File: src/rtl/fetch_pq.sv
// Instruction fetch unit with a QDEPTH-entry prefetch queue in front of decode.
// Streams sequential words from a one-cycle synchronous SRAM; a non-zero pc_sel redirects and flushes.
module fetch_pq #(
    parameter int unsigned ADDR_WIDTH = 11,
    parameter int unsigned DATA_WIDTH = 32,
    parameter int unsigned QDEPTH     = 4,
    parameter logic [ADDR_WIDTH-1:0] RESET_PC = '0
) (
    input  logic                          clk,
    input  logic                          rst_n,
    input  logic [1:0]                    pc_sel,
    input  logic [ADDR_WIDTH-1:0]         alu_addr,
    input  logic [ADDR_WIDTH-1:0]         imm_addr,
    output logic                          out_valid,
    input  logic                          out_ready,
    output logic [DATA_WIDTH-1:0]         out_instr,
    output logic [ADDR_WIDTH-1:0]         out_pc,
    output logic [$clog2(QDEPTH+1)-1:0]   q_count,
    input  logic                          cntlr_wr,
    input  logic [ADDR_WIDTH-1:0]         cntlr_waddr,
    input  logic [DATA_WIDTH-1:0]         cntlr_wr_data,
    output logic                          mem_rd,
    output logic [ADDR_WIDTH-1:0]         mem_rd_addr,
    input  logic [DATA_WIDTH-1:0]         mem_rd_data,
    output logic                          mem_wr,
    output logic [ADDR_WIDTH-1:0]         mem_wr_addr,
    output logic [DATA_WIDTH-1:0]         mem_wr_data
);

    localparam int unsigned CW = $clog2(QDEPTH + 1);
    localparam int unsigned PW = $clog2(QDEPTH);

    logic [ADDR_WIDTH-1:0] fpc;
    logic [ADDR_WIDTH-1:0] pend_pc;
    logic                  pend;
    logic                  pend_kill;
    logic [PW-1:0]         rd_ptr;
    logic [PW-1:0]         wr_ptr;
    logic [CW-1:0]         count;

    logic [ADDR_WIDTH-1:0] q_pc    [QDEPTH];
    logic [DATA_WIDTH-1:0] q_instr [QDEPTH];

    logic                  redirect;
    logic                  pop;
    logic                  push;
    logic [CW:0]           credit;
    logic [ADDR_WIDTH-1:0] redirect_pc;

    // Handshake, credit-based issue and redirect target selection
    always_comb begin
        redirect    = (pc_sel != 2'b00);
        pop         = (count != '0) && out_ready && !redirect;
        push        = pend && !pend_kill && !redirect;
        credit      = (CW+1)'(count) + (CW+1)'(pend) - (CW+1)'(pop);
        mem_rd      = rst_n && !redirect && !cntlr_wr && (credit < (CW+1)'(QDEPTH));
        mem_rd_addr = fpc;
        redirect_pc = RESET_PC;
        unique case (pc_sel)
            2'b01:   redirect_pc = alu_addr;
            2'b10:   redirect_pc = imm_addr;
            default: redirect_pc = RESET_PC;
        endcase
    end

    // Controller write path straight through to the SRAM
    always_comb begin
        mem_wr      = cntlr_wr && rst_n;
        mem_wr_addr = cntlr_waddr;
        mem_wr_data = cntlr_wr_data;
    end

    // Fetch PC, queue pointers and in-flight read tracking
    always_ff @(posedge clk or negedge rst_n) begin
        if (!rst_n) begin
            fpc       <= RESET_PC;
            rd_ptr    <= '0;
            wr_ptr    <= '0;
            count     <= '0;
            pend      <= 1'b0;
            pend_pc   <= '0;
            pend_kill <= 1'b0;
        end else begin
            if (redirect) begin
                fpc    <= redirect_pc;
                rd_ptr <= '0;
                wr_ptr <= '0;
                count  <= '0;
            end else begin
                if (mem_rd) fpc    <= fpc + ADDR_WIDTH'(1);
                if (push)   wr_ptr <= wr_ptr + PW'(1);
                if (pop)    rd_ptr <= rd_ptr + PW'(1);
                count <= count + CW'(push) - CW'(pop);
            end
            pend <= mem_rd;
            if (mem_rd) pend_pc <= fpc;
            // Anything still in flight across a redirect belongs to the old stream
            pend_kill <= redirect;
        end
    end

    // Queue storage needs no reset; out_valid qualifies it
    always_ff @(posedge clk) begin
        if (push) begin
            q_pc[wr_ptr]    <= pend_pc;
            q_instr[wr_ptr] <= mem_rd_data;
        end
    end

    always_comb begin
        out_valid = (count != '0);
        out_pc    = q_pc[rd_ptr];
        out_instr = q_instr[rd_ptr];
        q_count   = count;
    end

endmodule

File: config.mk
export PLATFORM = sky130hd
export DESIGN_NAME = fetch_pq
export DESIGN_NICKNAME = d
export VERILOG_FILES = /design/src/rtl/fetch_pq.sv
export SDC_FILE = /design/constraint.sdc
export NUM_CORES = 1
export LEC_CHECK = 0
export ABC_AREA = 1
export ABC_CLOCK_PERIOD_IN_PS = 2900
export BUFFER_PORTS_ARGS = -buffer_cell sky130_fd_sc_hd__buf_4
export CORE_UTILIZATION = 30
export CTS_CLUSTER_DIAMETER = 60
export DETAILED_ROUTE_END_ITERATION = 8
export GPL_TIMING_DRIVEN = 0
export PLACE_DENSITY_LB_ADDON = 0.1
export SKIP_CTS_REPAIR_TIMING = 1
export SYNTH_ARGS = -nofsm -noshare
export SYNTH_HDL_FRONTEND = slang
export SYNTH_SLANG_ARGS = --single-unit
File: constraint.sdc
create_clock -name clk -period 2.9 [get_ports clk]
set_input_delay 0.29 -clock clk [delete_from_list [all_inputs] [get_ports clk]]
set_output_delay 0.29 -clock clk [all_outputs]
set_load 0.1 [all_outputs]
-- Word level (Yosys, flattened, before mapping)
Memories as Yosys holds them, arrays and structs flattened.
Cells that the tools add are included.
- $add $sub $neg: 7
- multipliers: 0
- div/mod/pow operators: 0
- order comparisons: 1
- equal/unequal tests: 2
- shift-type cells: 0
- mux-type cells: 10
- bitwise logic cells: 0
- reduce and logical (&&, ||, !) cells: 16
- operators with widths (operator ; number):
    2-to-1 mux 11 bit ; 2
    case mux 11 bit (2 select lines) ; 1
    adder 11 x 1 -> 11 bit (second input constant) ; 1
    logical AND 1 bit ; 8
    2-to-1 mux 2 bit ; 4
    nonzero test 2 bit ; 4
    adder 2 x 1 -> 2 bit (second input constant) ; 2
    adder 3 x 1 -> 4 bit ; 1
    < comparator 4 x 3 -> 1 bit (second input constant) ; 1
    subtractor 4 x 1 -> 4 bit ; 1
    adder 3 x 1 -> 3 bit ; 1
    logical NOT 1 bit ; 3
    2-to-1 mux 3 bit ; 1
    nonzero test 3 bit ; 1
    subtractor 3 x 1 -> 3 bit ; 1
    == test 2 x 1 -> 1 bit (second input constant) ; 1
    == test 2 bit (second input constant) ; 1
    2-to-1 mux 1 bit ; 2
- flip-flop bits (word level): 31
- bits in latches: 0
- RAM bits: 172
- bits in read-only memories: 0
- output and inout port bits: 103
- memories: 2
- memories (name ; depth ; bits a word ; read ports ; clocked after memory_dff ; wr ports ; RTL line ; text):
    q_instr ; 4 ; 32 ; 1 ; 0 ; 1 ; 42 ; logic [DATA_WIDTH-1:0] q_instr [QDEPTH];
    q_pc ; 4 ; 11 ; 1 ; 0 ; 1 ; 41 ; logic [ADDR_WIDTH-1:0] q_pc [QDEPTH];

-- Logic depth before layout (Yosys ltp)
Gate-level depths: netlist of the first run.
- word-level depth: 8
- mapped depth: 16
- gate-level depth less buffers: 14

-- Worst setup path after synthesis of the first run
OpenSTA, ideal clock, no wires.
- kind: input -> register
- start point: in pc_sel[0]
- end point: mem q_instr[0][0] (enable)
- setup time: 0.444 ns
- data arrival time: 3.109 ns
- setup slack: -0.652 ns
- stages: 8
- path through: inv_1 > ha_1 > clkbuf_2 > inv_1 > clkbuf_1 > nor3_1 > inv_1 > nor2_1
- word-level cells in the longest chain between the ends: 5
- RTL lines (item ; RTL line ; text):
    start, declared ; 11 ; input logic [1:0] pc_sel,
    nonzero test 2 bit ; 52 ; redirect = (pc_sel != 2'b00);
    via redirect ; 44 ; logic redirect;
    logical NOT 1 bit ; 54 ; push = pend && !pend_kill && !redirect;
    logical AND 1 bit ; 54 ;
    2-to-1 mux 1 bit ; 104 ; if (push) begin
    2-to-1 mux 1 bit (implied by the code) ; 106 ; q_instr[wr_ptr] <= mem_rd_data;
    end, declared ; 42 ;
The timed path passes the listed nets, and every way through them passes these cells.

-- Worst setup path after layout of the first run
- start point: reg rd_ptr[0]
- end point: out out_pc[0]
- word-level cells in the longest chain between the ends: 1
- RTL lines (item ; RTL line ; text):
    start, declared ; 37 ; logic [PW-1:0] rd_ptr;
    start signal, assigned ; 92 ; if (pop) rd_ptr <= rd_ptr + PW'(1);
    memory read (4 x 11 bit) ; n/a ;
    end, declared ; 17 ; output logic [ADDR_WIDTH-1:0] out_pc,
Every way passes these cells.

==> out/results.ini, run 1 <==
[worst_setup_path]
worst_path_most_repeated_cell = clkbuf_4
rrSetupSlack_ns = 0.69
r2r.worst_path.cells = 5
end_kind = primary output
crit_required_ns = 2.61
setup.worst_path.class = reg2out
worst-path-max-fanout = 10
cpPeakStageDelay_ns = 0.52
cp_top_family = buffers and inverters
critical_path.cell_chain = inv_1 -> clkbuf_4 -> clkbuf_4 -> nor2_1 -> o22ai_1 -> buf_4
critical-path-slowest-cell = dfrtp_1
arrival_ns = 2.45
r2r-end = q_instr[0][15]
start_kind = flop
r2r-start = pend
cp_num_buf_inv = 4

[pwr]
power_w = 0.00668
p_leak_nw = 4.49
p_per_area_nw_per_um2 = 582
peakVddDrop_uv = 311

[synth]
yosysWarnings = 0
ys_ff_latch = 203
synth_cell_types = 31
synth.yosys.seq_area_share_pct = 69.7
syn_nets = 822
syn-cell-area_um2 = 8520
postSynthCellCount = 707
syn-mean-instance-area_um2 = 12.1

[layout]
final_cells = 1320
fill_cells = 2677
syn_to_final_growth_pct = 34.5
antennaDiodeCount = 0
finalNetCount = 1043
drive_above_1_share_pct = 29.8

[clocking]
clock-root-buffer = clkbuf_16
clk_latency_ns = 0.49
numCtsBuffers = 23
path_clk_slew_ns = 0.06
cts_max_level = 1
cts.path.max_buffers = 3
cts_sinks = 203
cts_tree = yes

[detailed_routing]
viasPerCell = 4.51
drtIter0Drc = 311
vias = 5949
remaining_drc_errors = 0
wl_um = 21600
first_pass_iters = 4
post_drt_wl_per_cell_um = 16.4
drtAntennaViolNets = 0

[outcome]
status = finished clean

[die]
initial_core_util_pct = 30.6
dieArea_um2 = 29100
pin_count = 206
rows = 61
core_um2 = 27900
die_x_um = 171
die_h_um = 171

[timing]
relSlewSlack_pct = 49.8
setup_viol = 0
finalHoldViolCount = 0
skew_ns = 0.00884
fin_crit_sh_pct = 94.5
fin_crit_ns = 2.74
report.final.slew_viol_count = 0
rsz0062_at_grt = false
worst_pin_slew_ns = 0.752
holdWs_ns = 0.00703
fmax_mhz = 365

[global_route]
grt_pass1_vias = 5679
grt.total_usage_pct = 14.6
grt_max_degree = 34
grt_pass1_wl_um = 32400
gr-total-overflow = 0
antenna_found_initial = 0

[min_path]
hp-start = mem_rd_data[9]
whs_path_depth = 1
worstHoldEndpoint = q_instr[0][9]
hold_class = in2reg

[placement]
placed_cells = 1253
gp_congestion = 0.705
io_buffers = 162
dp_hpwl_um = 14100

[run]
maxCapViolations = 0

registers in the layout, indices dropped and copies added, names as in the netlist:
| name | flops |
|---|---|
| q_count | 3 |
| pend_pc | 11 |
| q_instr | 128 |
| pend | 1 |
| rd_ptr | 2 |
| pend_kill | 1 |
| q_pc | 44 |
| mem_rd_addr | 11 |
| wr_ptr | 2 |
worst reg2reg max path, stage by stage (launching register included):
cell	delay [ns]
dfrtp_1	0.35
inv_1	0.08
nor3_1	0.27
inv_1	0.27
nor2_4	0.64
buf_12	0.29
placed cells by master, fill, tap and decap left out, types with 4 or more instances in the layout:
cell	Yosys	layout
nor2_4	0	4
clkbuf_2	1	10
inv_1	30	29
edfxtp_1	172	172
o21ai_0	96	96
o22ai_1	43	43
buf_6	1	7
clkinv_1	0	4
a22o_1	13	13
nor2_1	106	101
buf_16	0	4
nand3_1	17	17
o21ai_1	8	8
nand2_1	74	74
dfrtp_1	31	28
ha_1	11	11
clkbuf_1	30	21
clkbuf_16	0	23
a21oi_1	4	4
clkbuf_4	0	4
buf_4	44	200
dlygate4sd3_1	0	29
cells by family (layout without fill, tap and decap cells):
kind of cell / Yosys count / in the layout / share of synthesized area (%)
xor gates and xnor gates: 2 / 2 / 0.206
adders and majority gates: 12 / 12 / 1.85
buffers and inverters: 113 / 348 / 7.07
DFF: 203 / 203 / 69.7
AOI/OAI and AO/OA: 169 / 169 / 11.3
and+or+nand+nor: 208 / 208 / 9.85
per-layer routing:
layer | up-vias | part of all wire, % | global-route usage [%]
met2 | 193 | 48 | 24.6
met1 | 2812 | 44 | 19.3
met5 | - | 0 | 0
met3 | 32 | 6.6 | 3.15
li1 | 2912 | - | -
met4 | 0 | 1.7 | 3.41
per-stage QoR:
step	worst slack, ns	TNS, ns	cell area, µm²	utilization, %
5_1_grt	0.0183	0	11500	41.2
4_1_cts	-0.465	-10.14	11100	39.9
6_report	0.160	0	11500	41.2
2_1_floorplan	-0.652	-112.16	8540	-
3_5_place_dp	-0.259	-19.62	10400	37.4
3_3_place_gp	-2.95	-485.52	10200	36.7
synth_stat cells:
cell type / count / area share [%]
edfxtp_1: 172 / 61
nor2_1: 106 / 4.7
o21ai_0: 96 / 5.6
nand2_1: 74 / 3.3
buf_4: 44 / 3.9
o22ai_1: 43 / 3.2
dfrtp_1: 31 / 9.1
clkbuf_1: 30 / 1.3
inv_1: 30 / 1.3
nand3_1: 17 / 1.0
a22o_1: 13 / 1.3
ha_1: 11 / 1.6
o21ai_1: 8 / 0.47
a21oi_1: 4 / 0.23
buf_2: 4 / 0.23
nor3_1: 3 / 0.18
buf_1: 2 / 0.088
nand2_2: 2 / 0.15
nand3_2: 2 / 0.23
nor2_2: 2 / 0.15
o21ai_2: 2 / 0.21
xor2_1: 2 / 0.21
a32o_1: 1 / 0.12
buf_6: 1 / 0.13
clkbuf_2: 1 / 0.059
fa_1: 1 / 0.23
inv_2: 1 / 0.044
nand4_1: 1 / 0.073
nand4_2: 1 / 0.15
o21bai_1: 1 / 0.088
o31ai_1: 1 / 0.088
power breakdown:
| group | internal, W | switching [W] |
|---|---|---|
| combinational | 0.000218 | 0.000499 |
| sequential | 0.00322 | 0.0000502 |
| clock | 0.00161 | 0.00108 |
| total | 0.00505 | 0.00163 |
worst max path at each step:
stage                endpoint      start  slack, ns  depth (start not counted)
3_5_place_dp   q_instr[0][16]  pc_sel[1]      -0.26                         10
2_1_floorplan   q_instr[0][0]  pc_sel[0]      -0.65                          8
3_3_place_gp   q_instr[3][15]  pc_sel[0]      -2.95                          9
6_report            out_pc[0]  rd_ptr[0]       0.16                          6
4_1_cts             out_pc[6]  rd_ptr[0]      -0.47                          6
5_1_grt             out_pc[0]  rd_ptr[0]       0.02                          5
layout make-up:
cell class / instances / area, µm² / area share (%)
Tap cell: 378 / 473 / 4.12
Inverter: 31 / 120 / 1.05
Multi-Input combinational cell: 391 / 2030 / 17.7
Timing Repair Buffer: 198 / 1700 / 14.8
Sequential cell: 203 / 5940 / 51.8
Clock inverter: 9 / 68.8 / 0.600
Buffer: 80 / 504 / 4.40
Clock buffer: 30 / 632 / 5.51
(Power assumes the default switching activity.)
==> run 2, diff against run 1 <==
--- a/config.mk
+++ b/config.mk
@@ -13,6 +13,7 @@
 export DETAILED_ROUTE_END_ITERATION = 8
 export GPL_TIMING_DRIVEN = 0
 export PLACE_DENSITY_LB_ADDON = 0.1
+export RECOVER_POWER = 50
 export SKIP_CTS_REPAIR_TIMING = 1
 export SYNTH_ARGS = -nofsm -noshare
 export SYNTH_HDL_FRONTEND = slang
==> out/results.ini, run 2 (synthesized netlist as in run 1, its figures left out) <==
[pwr]
p_int_w = 0.00500
switching_power_w = 0.00163
p_per_area_nw_per_um2 = 594
p_seq_share_pct = 49.3
peakVddDrop_uv = 311
p_leak_nw = 4.19
switching_share_pct = 24.6
comb_power_share_pct = 10.0
p_clk_share_pct = 40.7
power_w = 0.00663

[clocking]
cts_max_level = 1
cts.path.max_buffers = 3
cts_tree = yes
cts_sinks = 203
clock-root-buffer = clkbuf_16
numCtsBuffers = 23
path_clk_slew_ns = 0.06
clk_latency_ns = 0.49

[timing]
fmax_mhz = 368
fin_crit_sh_pct = 93.6
rsz0062_at_grt = false
fin_crit_ns = 2.72
skew_ns = 0.00875
worst_pin_slew_ns = 1.18
report.final.slew_viol_count = 0
finalHoldViolCount = 0
setup_viol = 0
finalSetupTns_ns = 0
relSlewSlack_pct = 21.9
holdWs_ns = 0.0804

[layout]
largest_reg_flops = 128
final_cells = 1320
seq_area_um2 = 5940
fill_cells = 2746
drive_above_1_share_pct = 21.3
mostFrequentLayoutCells = 172 x edfxtp_1, 119 x buf_4, 101 x nor2_1, 101 x clkbuf_1, 96 x o21ai_0
top_regs = q_instr (128), q_pc (44)
multi_input_area_um2 = 2030
mostFrequentLayoutCell = edfxtp_1
top_register = q_instr
syn_to_final_growth_pct = 31.0
finalNetCount = 1043
antennaDiodeCount = 0
fin_area_um2 = 11200

[worst_setup_path]
crit_end = out_pc[6]
rrSetupSlack_ns = 0.69
crit_required_ns = 2.61
end_kind = primary output
start_kind = flop
setup.worst_path.class = reg2out
r2r-start = pend
r2r.worst_path.cells = 5
startpoint = rd_ptr[0]
arrival_ns = 2.43
r2r-end = q_instr[0][25]
worst-path-max-fanout = 10

[detailed_routing]
drtAntennaViolNets = 0
viasPerCell = 4.50
wl_um = 21600
post_drt_wl_per_cell_um = 16.3
vias = 5942
remaining_drc_errors = 0
first_pass_iters = 4
drtIter0Drc = 378

[placement]
gp_congestion = 0.705
io_buffers = 162
placed_cells = 1253
place_area_um2 = 10400
dp_hpwl_um = 14100

[die]
rows = 61
initial_core_util_pct = 30.6
die_h_um = 171
die_x_um = 171
dieArea_um2 = 29100
core_um2 = 27900
pin_count = 206

[global_route]
antenna_found_initial = 0
grt.total_usage_pct = 14.6
gr-total-overflow = 0
grt_pass1_wl_um = 32400
grt_max_degree = 34
grt_pass1_vias = 5679

[min_path]
whs_path_depth = 1
hold_class = in2reg

[outcome]
status = finished clean

[run]
maxCapViolations = 0

run 2: changes by cell type in the layout (fill, tap and decap cells not counted):
cell / delta
buf_4: -81
clkbuf_1: +80
clkbuf_4: +1
run 2: worst min-delay path by stage:
| stage | to | from |
|---|---|---|
| after floorplan | mem_rd_addr[0] | rst_n |
| after global placement | mem_rd_addr[1] | rst_n |
| after detailed placement | mem_rd_addr[1] | rst_n |
| after CTS | mem_rd_addr[5] | rst_n |
| after global routing | q_instr[3][9] | mem_rd_data[9] |
| final | q_instr[3][9] | mem_rd_data[9] |
run 2: layout make-up:
class | instances | area share, %
well taps | 378 | 4.24
clock buffers | 30 | 5.66
plain buffers | 80 | 4.52
inverters | 31 | 1.08
multi-input cells | 391 | 18.1
repair buffers | 198 | 12.5
clock inverters | 9 | 0.616
flip-flops and latches | 203 | 53.2
run 2: per-layer routing:
layer	routed length (µm)	share of wire, %	vias up	track usage, %
li1	-	-	2917	-
met1	9510	44	2807	19.3
met2	10300	48	183	24.6
met3	1330	6.2	35	3.15
met4	394	1.8	0	3.41
met5	0	0	-	0
run 2: worst max-delay path, stage by stage (launching register included):
cell and delay (ns):
dfrtp_1 0.51, inv_1 0.22, clkbuf_4 0.29, clkbuf_4 0.26, nor2_1 0.05, o22ai_1 0.30
buf_6 0.28
run 2: per-stage QoR:
step           setup WS [ns]  utilization, %
2_1_floorplan         -0.652               -
6_report               0.184            40.1
3_5_place_dp          -0.259            37.4
3_3_place_gp           -2.95            36.7
5_1_grt               0.0183            40.1
4_1_cts               -0.465            39.9
run 2: power by group through the flow:
stage / clock (W) / combinational (W) / sequential [W]
after floorplan: 0 / 0.000391 / 0.00342
after global placement: 0 / 0.000685 / 0.00333
after detailed placement: 0 / 0.000687 / 0.00333
after CTS: 0.00276 / 0.000688 / 0.00327
after global routing: 0.00287 / 0.000704 / 0.00328
final: 0.00270 / 0.000664 / 0.00327
==> run 3, diff against run 2 <==
--- a/config.mk
+++ b/config.mk
@@ -5,10 +5,10 @@
 export SDC_FILE = /design/constraint.sdc
 export NUM_CORES = 1
 export LEC_CHECK = 0
-export ABC_AREA = 1
 export ABC_CLOCK_PERIOD_IN_PS = 2900
 export BUFFER_PORTS_ARGS = -buffer_cell sky130_fd_sc_hd__buf_4
-export CORE_UTILIZATION = 30
+export CORE_ASPECT_RATIO = 2
+export CORE_UTILIZATION = 48
 export CTS_CLUSTER_DIAMETER = 60
 export DETAILED_ROUTE_END_ITERATION = 8
 export GPL_TIMING_DRIVEN = 0
==> out/results.ini, run 3 <==
[layout]
finalNetCount = 784
largest_reg_flops = 128
antennaDiodeCount = 0
seq_area_um2 = 5950
top_register = q_instr
syn_to_final_growth_pct = 25.6
drive_above_1_share_pct = 38.5
mostFrequentLayoutCell = edfxtp_1
mostFrequentLayoutCells = 172 x edfxtp_1, 144 x buf_4, 85 x clkbuf_1, 43 x mux4_2, 30 x nand2_1
fill_cells = 1309
top_regs = q_instr (128), q_pc (44)
multi_input_area_um2 = 1990

[clocking]
cts.path.max_buffers = 3
clock-root-buffer = clkbuf_16
clk_latency_ns = 0.48
cts_max_level = 1
numCtsBuffers = 18
cts_sinks = 203
cts_tree = yes
path_clk_slew_ns = 0.07

[worst_setup_path]
end_kind = primary output
setup.worst_path.class = reg2out
worst-path-max-fanout = 5
arrival_ns = 3.31
start_kind = flop
crit_required_ns = 2.61

[die]
rows = 67
die_x_um = 95.2
pin_count = 206
die_h_um = 188
dieArea_um2 = 17900
initial_core_util_pct = 49.5
core_um2 = 16800

[pwr]
p_per_area_nw_per_um2 = 581
peakVddDrop_uv = 395
power_w = 0.00609
p_leak_nw = 3.85

[timing]
fin_crit_ns = 3.60
worst_pin_slew_ns = 1.22
report.final.slew_viol_count = 0
fin_ws_ns = -0.701
relSlewSlack_pct = 19.0
setup_viol = 22
fin_crit_sh_pct = 124
fmax_mhz = 278
rsz0062_at_grt = true
skew_ns = 0.0233
finalHoldViolCount = 0

[detailed_routing]
first_pass_iters = 4
wl_um = 16900
drtIter0Drc = 222
post_drt_wl_per_cell_um = 19.0
vias = 4725
remaining_drc_errors = 0
viasPerCell = 5.33
drtAntennaViolNets = 0

[synth]
yosysTopAreaCell = edfxtp_1
syn-cell-area_um2 = 8340
async_reset_ff_share_pct = 15.3
yosys-top-cells-count = 172 x edfxtp_1, 44 x buf_4, 43 x mux4_2
synthFlopType = edfxtp_1
ys_top_cells_by_area = edfxtp_1 62%, mux4_2 12%, dfrtp_1 9.3%
postSynthCellCount = 468
yosysWarnings = 0
synth.yosys.seq_area_share_pct = 71.3
synth_most_common_cell = edfxtp_1
ys_ff_latch = 203
synth_cell_types = 47
synth_edf_count = 172
syn-mean-instance-area_um2 = 17.8
syn_nets = 583
synth_top_area_share_pct = 62.0

[placement]
dp_hpwl_um = 11700
gp_congestion = 0.771
place_ws_ns = -0.834
io_buffers = 162

[outcome]
status = finished with violations
failed_checks = negative setup slack

[global_route]
gr-total-overflow = 0
grt_max_degree = 34
grt_pass1_vias = 5004
antenna_found_initial = 0
grt_pass1_wl_um = 25900
grt.total_usage_pct = 19.1

[min_path]
hold_class = in2reg

[run]
maxCapViolations = 0

==> run 3: cell count changes in the layout (fill, tap and decap cells not counted), moves of 11 or more <==
| cell | before | now |
|---|---|---|
| a22o_1 | 13 | 1 |
| a22oi_1 | 0 | 11 |
| buf_4 | 119 | 144 |
| clkbuf_1 | 101 | 85 |
| dlygate4sd3_1 | 29 | 1 |
| inv_1 | 29 | 10 |
| mux4_2 | 0 | 43 |
| nand2_1 | 74 | 30 |
| nand3_1 | 17 | 4 |
| nor2_1 | 101 | 20 |
| o21ai_0 | 96 | 0 |
| o22ai_1 | 43 | 3 |
==> run 3: logic make-up (layout without fill, tap and decap cells) <==
kind of cell	Yosys count	count (layout)	share of synthesized area (%)
XOR/XNOR	8	8	0.840
adder cells (fa/ha/maj)	12	12	1.89
buffers and inverters	75	287	5.69
AND/OR/NAND/NOR	83	83	4.44
flip-flops	203	203	71.3
AO/OA/AOI/OAI	44	44	4.26
multiplexers	43	43	11.6
==> run 3: through the flow <==
stage / cell area [µm²] / instances / TNS, ns / util (%) / hold slack (ns)
final: 10500 / 887 / -3.42 / 62.2 / 0.0750
after global placement: 9870 / 837 / -123.58 / 58.6 / 0.258
after global routing: 10500 / 887 / -4.64 / 62.2 / 0.0759
after detailed placement: 9960 / 841 / -12.29 / 59.1 / 0.257
after floorplan: 8400 / 468 / -10.35 / - / -0.00559
after CTS: 10500 / 872 / -7.79 / 62.5 / -0.246
==> run 3: per-layer routing <==
| metal | up-vias | global-route usage, % | wire length (µm) |
|---|---|---|---|
| li1 | 2167 | - | - |
| met1 | 2397 | 21.3 | 6120 |
| met2 | 139 | 35.7 | 9700 |
| met3 | 22 | 3.03 | 712 |
| met4 | 0 | 6.06 | 327 |
| met5 | - | 0 | 0 |
==> run 3: power breakdown <==
part | switching, W | total [W] | internal (W)
Sequential | 0.0000329 | 0.00323 | 0.00319
Combinational | 0.000431 | 0.000574 | 0.000143
Clock | 0.000950 | 0.00229 | 0.00134
==> run 3: path summary, 6_finish.rpt <==
kind / cells past startpoint / slack (ns) / from / end
max: 12 / -0.70 / q_count[0] / mem_rd
min: 1 / 0.08 / mem_rd_data[7] / q_instr[0][7]
max reg2reg: 12 / -0.22 / q_count[0] / mem_rd_addr[2]
min reg2reg: 0 / 0.51 / pend_pc[5] / q_pc[1][5]
max in group asynchronous: 2 / 2.26 / rst_n / q_count[0]
min in group asynchronous: 2 / 0.31 / rst_n / pend_pc[6]
==> run 3: area by class of cell <==
class	count	share of cell area, %
well taps	207	2.47
plain buffers	62	4.26
repair buffers	183	11.5
inverters	11	0.466
clock inverters	5	0.466
clock buffers	26	4.98
multi-input cells	190	19.0
flip-flops and latches	203	56.8
==> run 3: critical path: stages (launching register included) <==
cell	delay [ns]
dfrtp_4	0.50
or3_4	0.38
and2_4	0.16
nand2_2	0.07
or2_4	0.12
ha_4	0.19
nand2_2	0.06
a21oi_2	0.04
or4_4	0.54
a211o_4	0.42
inv_8	0.09
buf_12	0.10
buf_12	0.16
